[src/rtl/instr_fetch_unit_pkg.sv]
// rtl/instr_fetch_unit_pkg.sv - shared types and constants for the instruction fetch unit
package fetch_pkg;

    localparam int          DEFAULT_WIDTH    = 32;
    localparam logic [31:0] DEFAULT_RESET_PC = 32'h0000_0000;
    localparam logic [31:0] NOP_INSTR        = 32'hFC00_0000;

    typedef struct packed {
        logic [DEFAULT_WIDTH-1:0] instr;
        logic [DEFAULT_WIDTH-1:0] pc;
    } fetch_entry_t;

    function automatic logic [31:0] sat_add32(input logic [31:0] a, input logic [31:0] b);
        logic [32:0] w_sum;
        w_sum = {1'b0, a} + {1'b0, b};
        return w_sum[32] ? 32'hFFFF_FFFF : w_sum[31:0];
    endfunction

endpackage

[src/rtl/instr_fetch_unit_if.sv]
// rtl/instr_fetch_unit_if.sv - ROM request/response and decode handshake bundle
interface instr_fetch_unit_if #(
    parameter int WIDTH = 32
);
    logic [WIDTH-1:0] ADDRESS;
    logic [WIDTH-1:0] INSTR;
    logic             DEC_VALID;
    logic             DEC_READY;
    logic [WIDTH-1:0] DEC_INSTR;
    logic [WIDTH-1:0] DEC_PC;

    modport master (
        output ADDRESS,
        input  INSTR,
        output DEC_VALID,
        input  DEC_READY,
        output DEC_INSTR,
        output DEC_PC
    );

    modport slave (
        input  ADDRESS,
        output INSTR,
        input  DEC_VALID,
        output DEC_READY,
        input  DEC_INSTR,
        input  DEC_PC
    );

endinterface

[src/rtl/instr_fetch_unit_fifo.sv]
// rtl/instr_fetch_unit_fifo.sv - fetch_skid_fifo: small power-of-two buffer of fetched {instr, pc}
module fetch_skid_fifo
    import fetch_pkg::*;
#(
    parameter  int DEPTH = 2,
    localparam int AW    = (DEPTH > 1) ? $clog2(DEPTH) : 1,
    localparam int CW    = $clog2(DEPTH + 1)
) (
    input  logic         i_clk,
    input  logic         i_rst_n,
    input  logic         i_push,
    input  fetch_entry_t i_push_data,
    input  logic         i_pop,
    input  logic         i_flush,
    output logic [CW-1:0] o_count,
    output fetch_entry_t o_head
);

    fetch_entry_t  r_mem [DEPTH];
    logic [AW-1:0] r_rd_ptr;
    logic [AW-1:0] r_wr_ptr;
    logic [CW-1:0] r_count;
    logic          w_pop;

    assign w_pop = i_pop & (r_count != '0);

    always_ff @(posedge i_clk or negedge i_rst_n) begin
        if (!i_rst_n) begin
            r_rd_ptr <= '0;
            r_wr_ptr <= '0;
            r_count  <= '0;
        end else if (i_flush) begin
            r_rd_ptr <= '0;
            r_wr_ptr <= '0;
            r_count  <= '0;
        end else begin
            if (i_push) r_wr_ptr <= r_wr_ptr + AW'(1);
            if (w_pop)  r_rd_ptr <= r_rd_ptr + AW'(1);
            case ({i_push, w_pop})
                2'b10:   r_count <= r_count + CW'(1);
                2'b01:   r_count <= r_count - CW'(1);
                default: r_count <= r_count;
            endcase
        end
    end

    // Storage needs no reset: the head is only observed while the count is nonzero.
    always_ff @(posedge i_clk) begin
        if (i_push && !i_flush) r_mem[r_wr_ptr] <= i_push_data;
    end

    assign o_count = r_count;
    assign o_head  = r_mem[r_rd_ptr];

endmodule

[src/rtl/instr_fetch_unit.sv]
// rtl/instr_fetch_unit.sv - PC/ROM fetch initiator with redirect flush; FETCH_PERF_EN adds perf counters
module instr_fetch_unit
    import fetch_pkg::*;
#(
    parameter int               WIDTH      = DEFAULT_WIDTH,
    parameter logic [WIDTH-1:0] RESET_PC   = DEFAULT_RESET_PC,
    parameter int               FIFO_DEPTH = 2
) (
    input  logic             CLK,
    input  logic             RESET_N,
    input  logic             FETCH_EN,
    input  logic             REDIRECT_VALID,
    input  logic [WIDTH-1:0] REDIRECT_PC,
`ifdef FETCH_PERF_EN
    output logic [31:0]      PERF_FETCHED,
    output logic [31:0]      PERF_FLUSHED,
    output logic [31:0]      PERF_STALL,
`endif
    instr_fetch_unit_if.master bus
);

    localparam int CW = $clog2(FIFO_DEPTH + 1);
    localparam int OW = CW + 1;

    logic [WIDTH-1:0] r_pc;
    logic [WIDTH-1:0] r_inflight_pc;
    logic             r_inflight_v;

    logic [CW-1:0]    w_count;
    fetch_entry_t     w_head;
    fetch_entry_t     w_push_entry;
    logic             w_dec_valid;
    logic             w_pop;
    logic             w_push;
    logic             w_issue;
    logic [OW-1:0]    w_occupancy;

    assign w_dec_valid = (w_count != '0);
    assign w_pop       = w_dec_valid & bus.DEC_READY;

    // Slots committed after this edge: buffered + landing word - departing head.
    assign w_occupancy = OW'(w_count) + OW'(r_inflight_v) - OW'(w_pop);
    assign w_issue     = FETCH_EN & ~REDIRECT_VALID & (w_occupancy < OW'(FIFO_DEPTH));
    assign w_push      = r_inflight_v & ~REDIRECT_VALID;

    assign w_push_entry.instr = bus.INSTR;
    assign w_push_entry.pc    = r_inflight_pc;

    always_ff @(posedge CLK or negedge RESET_N) begin
        if (!RESET_N) begin
            r_pc          <= RESET_PC;
            r_inflight_v  <= 1'b0;
            r_inflight_pc <= '0;
        end else if (REDIRECT_VALID) begin
            r_pc         <= {REDIRECT_PC[WIDTH-1:2], 2'b00};
            r_inflight_v <= 1'b0;
        end else if (w_issue) begin
            r_inflight_v  <= 1'b1;
            r_inflight_pc <= r_pc;
            r_pc          <= r_pc + WIDTH'(4);
        end else begin
            r_inflight_v <= 1'b0;
        end
    end

    fetch_skid_fifo #(
        .DEPTH (FIFO_DEPTH)
    ) u_fifo (
        .i_clk       (CLK),
        .i_rst_n     (RESET_N),
        .i_push      (w_push),
        .i_push_data (w_push_entry),
        .i_pop       (w_pop & ~REDIRECT_VALID),
        .i_flush     (REDIRECT_VALID),
        .o_count     (w_count),
        .o_head      (w_head)
    );

    assign bus.ADDRESS   = r_pc;
    assign bus.DEC_VALID = w_dec_valid;
    assign bus.DEC_INSTR = w_dec_valid ? w_head.instr : '0;
    assign bus.DEC_PC    = w_dec_valid ? w_head.pc    : '0;

`ifdef FETCH_PERF_EN
    logic [31:0] r_perf_fetched;
    logic [31:0] r_perf_flushed;
    logic [31:0] r_perf_stall;

    always_ff @(posedge CLK or negedge RESET_N) begin
        if (!RESET_N) begin
            r_perf_fetched <= '0;
            r_perf_flushed <= '0;
            r_perf_stall   <= '0;
        end else begin
            if (w_push)
                r_perf_fetched <= sat_add32(r_perf_fetched, 32'd1);
            if (REDIRECT_VALID)
                r_perf_flushed <= sat_add32(r_perf_flushed, 32'(w_count) + 32'(r_inflight_v));
            if (w_dec_valid && !bus.DEC_READY)
                r_perf_stall <= sat_add32(r_perf_stall, 32'd1);
        end
    end

    assign PERF_FETCHED = r_perf_fetched;
    assign PERF_FLUSHED = r_perf_flushed;
    assign PERF_STALL   = r_perf_stall;
`endif

endmodule

[src/flat_wrapper.sv]
// flat-port wrapper written by rule: the top's interface ports become plain ports
module instr_fetch_unit_flat import fetch_pkg::*;
#(
    parameter int               WIDTH      = DEFAULT_WIDTH,
    parameter logic [WIDTH-1:0] RESET_PC   = DEFAULT_RESET_PC,
    parameter int               FIFO_DEPTH = 2
)
  (CLK, RESET_N, FETCH_EN, REDIRECT_VALID, REDIRECT_PC, bus_ADDRESS, bus_INSTR, bus_DEC_VALID, bus_DEC_READY, bus_DEC_INSTR, bus_DEC_PC);
  instr_fetch_unit_if #(.WIDTH(WIDTH)) bus_i ();
  input  logic CLK;
  input  logic RESET_N;
  input  logic FETCH_EN;
  input  logic REDIRECT_VALID;
  input  logic [WIDTH-1:0] REDIRECT_PC;
  output wire logic [$bits(bus_i.ADDRESS)-1:0] bus_ADDRESS;
  input wire logic [$bits(bus_i.INSTR)-1:0] bus_INSTR;
  output wire logic [$bits(bus_i.DEC_VALID)-1:0] bus_DEC_VALID;
  input wire logic [$bits(bus_i.DEC_READY)-1:0] bus_DEC_READY;
  output wire logic [$bits(bus_i.DEC_INSTR)-1:0] bus_DEC_INSTR;
  output wire logic [$bits(bus_i.DEC_PC)-1:0] bus_DEC_PC;
  assign bus_ADDRESS = bus_i.ADDRESS;
  assign bus_i.INSTR = bus_INSTR;
  assign bus_DEC_VALID = bus_i.DEC_VALID;
  assign bus_i.DEC_READY = bus_DEC_READY;
  assign bus_DEC_INSTR = bus_i.DEC_INSTR;
  assign bus_DEC_PC = bus_i.DEC_PC;
  instr_fetch_unit #(.WIDTH(WIDTH), .RESET_PC(RESET_PC), .FIFO_DEPTH(FIFO_DEPTH)) u_core (.CLK(CLK), .RESET_N(RESET_N), .FETCH_EN(FETCH_EN), .REDIRECT_VALID(REDIRECT_VALID), .REDIRECT_PC(REDIRECT_PC), .bus(bus_i));
endmodule
[config.mk]
export PLATFORM = sky130hd
export DESIGN_NAME = instr_fetch_unit_flat
export DESIGN_NICKNAME = d
export VERILOG_FILES = /design/src/rtl/instr_fetch_unit_pkg.sv /design/src/rtl/instr_fetch_unit_if.sv /design/src/rtl/instr_fetch_unit_fifo.sv /design/src/rtl/instr_fetch_unit.sv /design/src/flat_wrapper.sv
export SDC_FILE = /design/constraint.sdc
export NUM_CORES = 1
export LEC_CHECK = 0
export BUFFER_PORTS_ARGS = -buffer_cell sky130_fd_sc_hd__buf_4
export CORE_UTILIZATION = 25
export CTS_BUF_LIST = sky130_fd_sc_hd__clkbuf_4 sky130_fd_sc_hd__clkbuf_8
export CTS_CLUSTER_DIAMETER = 30
export DETAILED_ROUTE_END_ITERATION = 7
export PLACE_DENSITY = 0.48
export SYNTH_ARGS = -nofsm -noshare
export SYNTH_HDL_FRONTEND = slang
export SYNTH_SLANG_ARGS = --single-unit
[constraint.sdc]
create_clock -name CLK -period 5.39 [get_ports CLK]
set_clock_uncertainty 0.15 [all_clocks]
set_input_delay 0.539 -clock CLK [delete_from_list [all_inputs] [get_ports CLK]]
set_output_delay 0.539 -clock CLK [all_outputs]
set_load 0.02 [all_outputs]
==> impl_results.md <==
- Met3 wire len: 959 um
- Startpoint Class: flip-flop
- Routability cong.: about 0.73
- Area of the multi-input gates: around 0.0024 mm2
- Vias after detailed routing: a little over 5000
- Initial DRC count: ~310
- Horiz. Die Dim: 179.7 um
- Hold Fails Final Rpt: 0
- Input/output buffers: about 160
- Status: complete, but fails checks
- Net Sw Power: approximately 0.0015 W
- Post-CTS Setup Repair Bufs: 0
- EDFF count, synth: around 120
- Clock sinks: 189
- Core Util, Final: between 30% and 40%
- Fmax: between 200 and 250 MHz
- RSZ-0062 raised after global routing: no
- First-pass GRT wire length: approximately 30000 um
- Required time of the worst setup path: 5.59 ns
- Pleak: roughly 4 nW
- I/O pin count: 166
- Die H: 179.7 um
- Initial antenna violation count: 0
- CTS tree: done
- Post-Synthesis Cells: around 630
- Register area: about 0.0054 mm2
- Yosys reg bits: about 190
- Seq pwr share: 48.6%
- Mapped Area: approximately 0.008 mm2
- Synth async-reset ratio: approximately a third
- Vias in the first global route: 5004
- Resized Gates After CTS: 0
- Placed instance area: 0.009528 mm2
- Switching part of the total power: about 36%
- Total die area: ~0.032 mm2
- Max VDD drop: 0.1915 mV
- Wire length on met2: 8743 um
- Total track usage: around 12%
- Nature of the critical path endpoint: flip-flop
- Logic pwr share: a little under 30%
- Final ANT Viol Nets: 0
- Fin Setup TNS: 0 ns
- WL met1: about 9100 um
- Worst-path clk slew: approximately 0.11 ns
- Core Area: between 0.03 and 0.04 mm2
- Hold_buf cts: 0
- Vias per cell: ~4.3
- Slew margin rel.: 39.41%
- Netlist cell types: 45
- Power per standard cell area: 424.8 mW/mm2
- Post-route worst setup slack: 1.023 ns
- Sequential area share after synthesis: between 60% and 70%
- Finished Cell Area: between 0.009 and 0.01 mm2
- Placement row count: between 60 and 70
- CTS H-tree depth: 4
- # setup viols final: 0
- Clock power frac: between 20% and 30%
- Max-Cap Viols: 0
- Syn Area/Cell: roughly 13 um2
- Main synth FF type: edfxtp_1
- Synth warnings: 0
- Minimum setup slack after placement: 0.9051 ns
- Crit path time final: about 4.4 ns
- Slew Limit Fails: 0
- GRT overflow: 0
- Deepest clock path buffer count: 2
- Measured slew at the worst slew-check pin: about 0.9 ns
- Worst Path Max Fanout: between 50 and 60
- Aggregate routed wire length: between 15000 and 20000 um
- Fin nets: around 850
- Failing checks: design-rule violations
- Total CTS buffers: 17
- Initial Util: between 20% and 30%
- Path category of the worst min-delay check: primary input to asynchronous set/reset pin
- P&R area growth vs syn: 25.59%
- DPL Wire Length: ~12000 um
- Kind of critical path: flip-flop to flip-flop
- Final period util: between 80 and 90%
- Wire per inst: between 15 and 20 um
- # fillers: 3099
- Pre-antenna DRT Iters: 8
- Most common cell after layout, fill and taps aside: buf_4
- Most frequent cells in the layout: buf_4, edfxtp_1, nand2_1, nor2_1
- CTS root buffer: clkbuf_8
- Layout cell share with drive strength beyond 1: about a quarter
- WP data arrival: between 4 and 5 ns
- Internal: 0.002690 W
- DR DRC count: 9
- Top routing layer in use: met4
- # diodes: 0
- Clock insertion delay at the later pin of the skew report: ~0.46 ns
- Largest net degree at the start of global routing: 66
-- cells in the mapped netlist (3+ instances only) --
master	n	share of area (%)
mux2i_1	64	8.1
nand4_1	8	0.63
dfrtp_1	65	21
nor2_1	74	3.5
nor3_1	6	0.38
xnor2_1	5	0.55
nor4_1	3	0.24
nand3b_1	7	0.67
nand2b_1	4	0.32
o21ai_0	22	1.4
a21oi_1	6	0.38
clkbuf_1	18	0.86
nand2_1	116	5.5
a22oi_1	4	0.38
and3_1	6	0.48
or3_1	5	0.40
buf_1	5	0.24
a21o_1	4	0.38
inv_1	6	0.29
a31oi_1	4	0.32
buf_2	7	0.44
xor2_1	3	0.33
nand3_1	16	1.0
o211ai_1	7	0.67
a221o_1	4	0.51
nor2b_1	7	0.55
buf_4	5	0.48
edfxtp_1	124	47
-- final cells by class --
class,count,share of cell area (%)
flip-flops and latches,189,53.99
multi-input cells,398,24.10
repair buffers,168,12.72
well taps,396,4.997
clock buffers,19,2.637
clock inverters,13,1.274
inverters,7,0.2776
-- per-layer routing --
| metal | track usage [%] | vias up |
|---|---|---|
| met3 | 2.816 | 8 |
| met2 | 18.72 | 126 |
| li1 | - | 2538 |
| met4 | 3.621 | 0 |
| met5 | 0 | - |
| met1 | 16.58 | 2480 |
-- logic make-up after synthesis --
logic type | count (synthesis) | share of synthesized area, %
and+or+nand+nor | 262 | 15.44
DFF | 189 | 67.77
muxes | 64 | 8.114
AOI/OAI and AO/OA | 57 | 4.675
buffers and inverters | 43 | 2.504
xor gates and xnor gates | 8 | 0.8875
adders and majority gates | 3 | 0.5705
other | 1 | 0.04750
-- power by group through the flow --
| stage | sequential (W) | combinational (W) | clock [W] |
|---|---|---|---|
| after floorplan | 0.00202 | 0.000764 | 0 |
| after global placement | 0.00208 | 0.00127 | 0 |
| after detailed placement | 0.00209 | 0.00127 | 0 |
| after CTS | 0.00205 | 0.00128 | 0.000975 |
| after global routing | 0.00209 | 0.00137 | 0.00102 |
| final | 0.00205 | 0.00124 | 0.000925 |
-- path summary, 6_finish.rpt --
path / start / to / slack (ns) / cells past startpoint
worst max register to register: u_core.u_fifo.o_count[1] / u_core.bus.ADDRESS[31] / 1.02 / 14
worst min-delay path: RESET_N / u_core.bus.ADDRESS[23] / 0.03 / 1
min in group CLK: bus_INSTR[3] / u_core.u_fifo.r_mem[1][35] / 0.12 / 1
max in group asynchronous: RESET_N / u_core.u_fifo.r_rd_ptr / 4.33 / 1
worst min register to register: u_core.r_inflight_pc[16] / u_core.u_fifo.r_mem[0][16] / 0.32 / 0
worst max-delay path: u_core.u_fifo.o_count[1] / u_core.bus.ADDRESS[31] / 1.02 / 14
-- registers in the layout (all words and copies together), names as in the netlist --
register and count:
u_core.u_fifo.r_mem 124, u_core.u_fifo.r_rd_ptr 1, u_core.u_fifo.r_wr_ptr 1, u_core.bus.ADDRESS 30, u_core.r_inflight_v 1, u_core.u_fifo.o_count 2
u_core.r_inflight_pc 30
-- critical path, cell delays in order (launching register included) --
cell      delay (ns)
dfrtp_1         0.48
nor2_4          0.14
inv_1           0.06
nand2_1         0.10
inv_1           0.07
ha_1            0.26
nand2b_1        0.15
fa_1            0.38
xor2_1          0.13
or3_2           0.13
buf_4           0.47
clkinv_2        0.61
nor2_1          0.80
o21ai_0         0.19
o311ai_0        0.13
-- through the flow --
step / instances / hold slack [ns] / power [W]
floorplan: 630 / 0.09341 / 0.002785
global placement: 1158 / 0.3011 / 0.003346
detailed placement: 1158 / 0.3090 / 0.003362
CTS: 1190 / 0.03845 / 0.004307
global route: 1190 / 0.05760 / 0.004481
finish: 1190 / 0.02723 / 0.004212
Note: power is estimated with default switching activity, not from simulation.
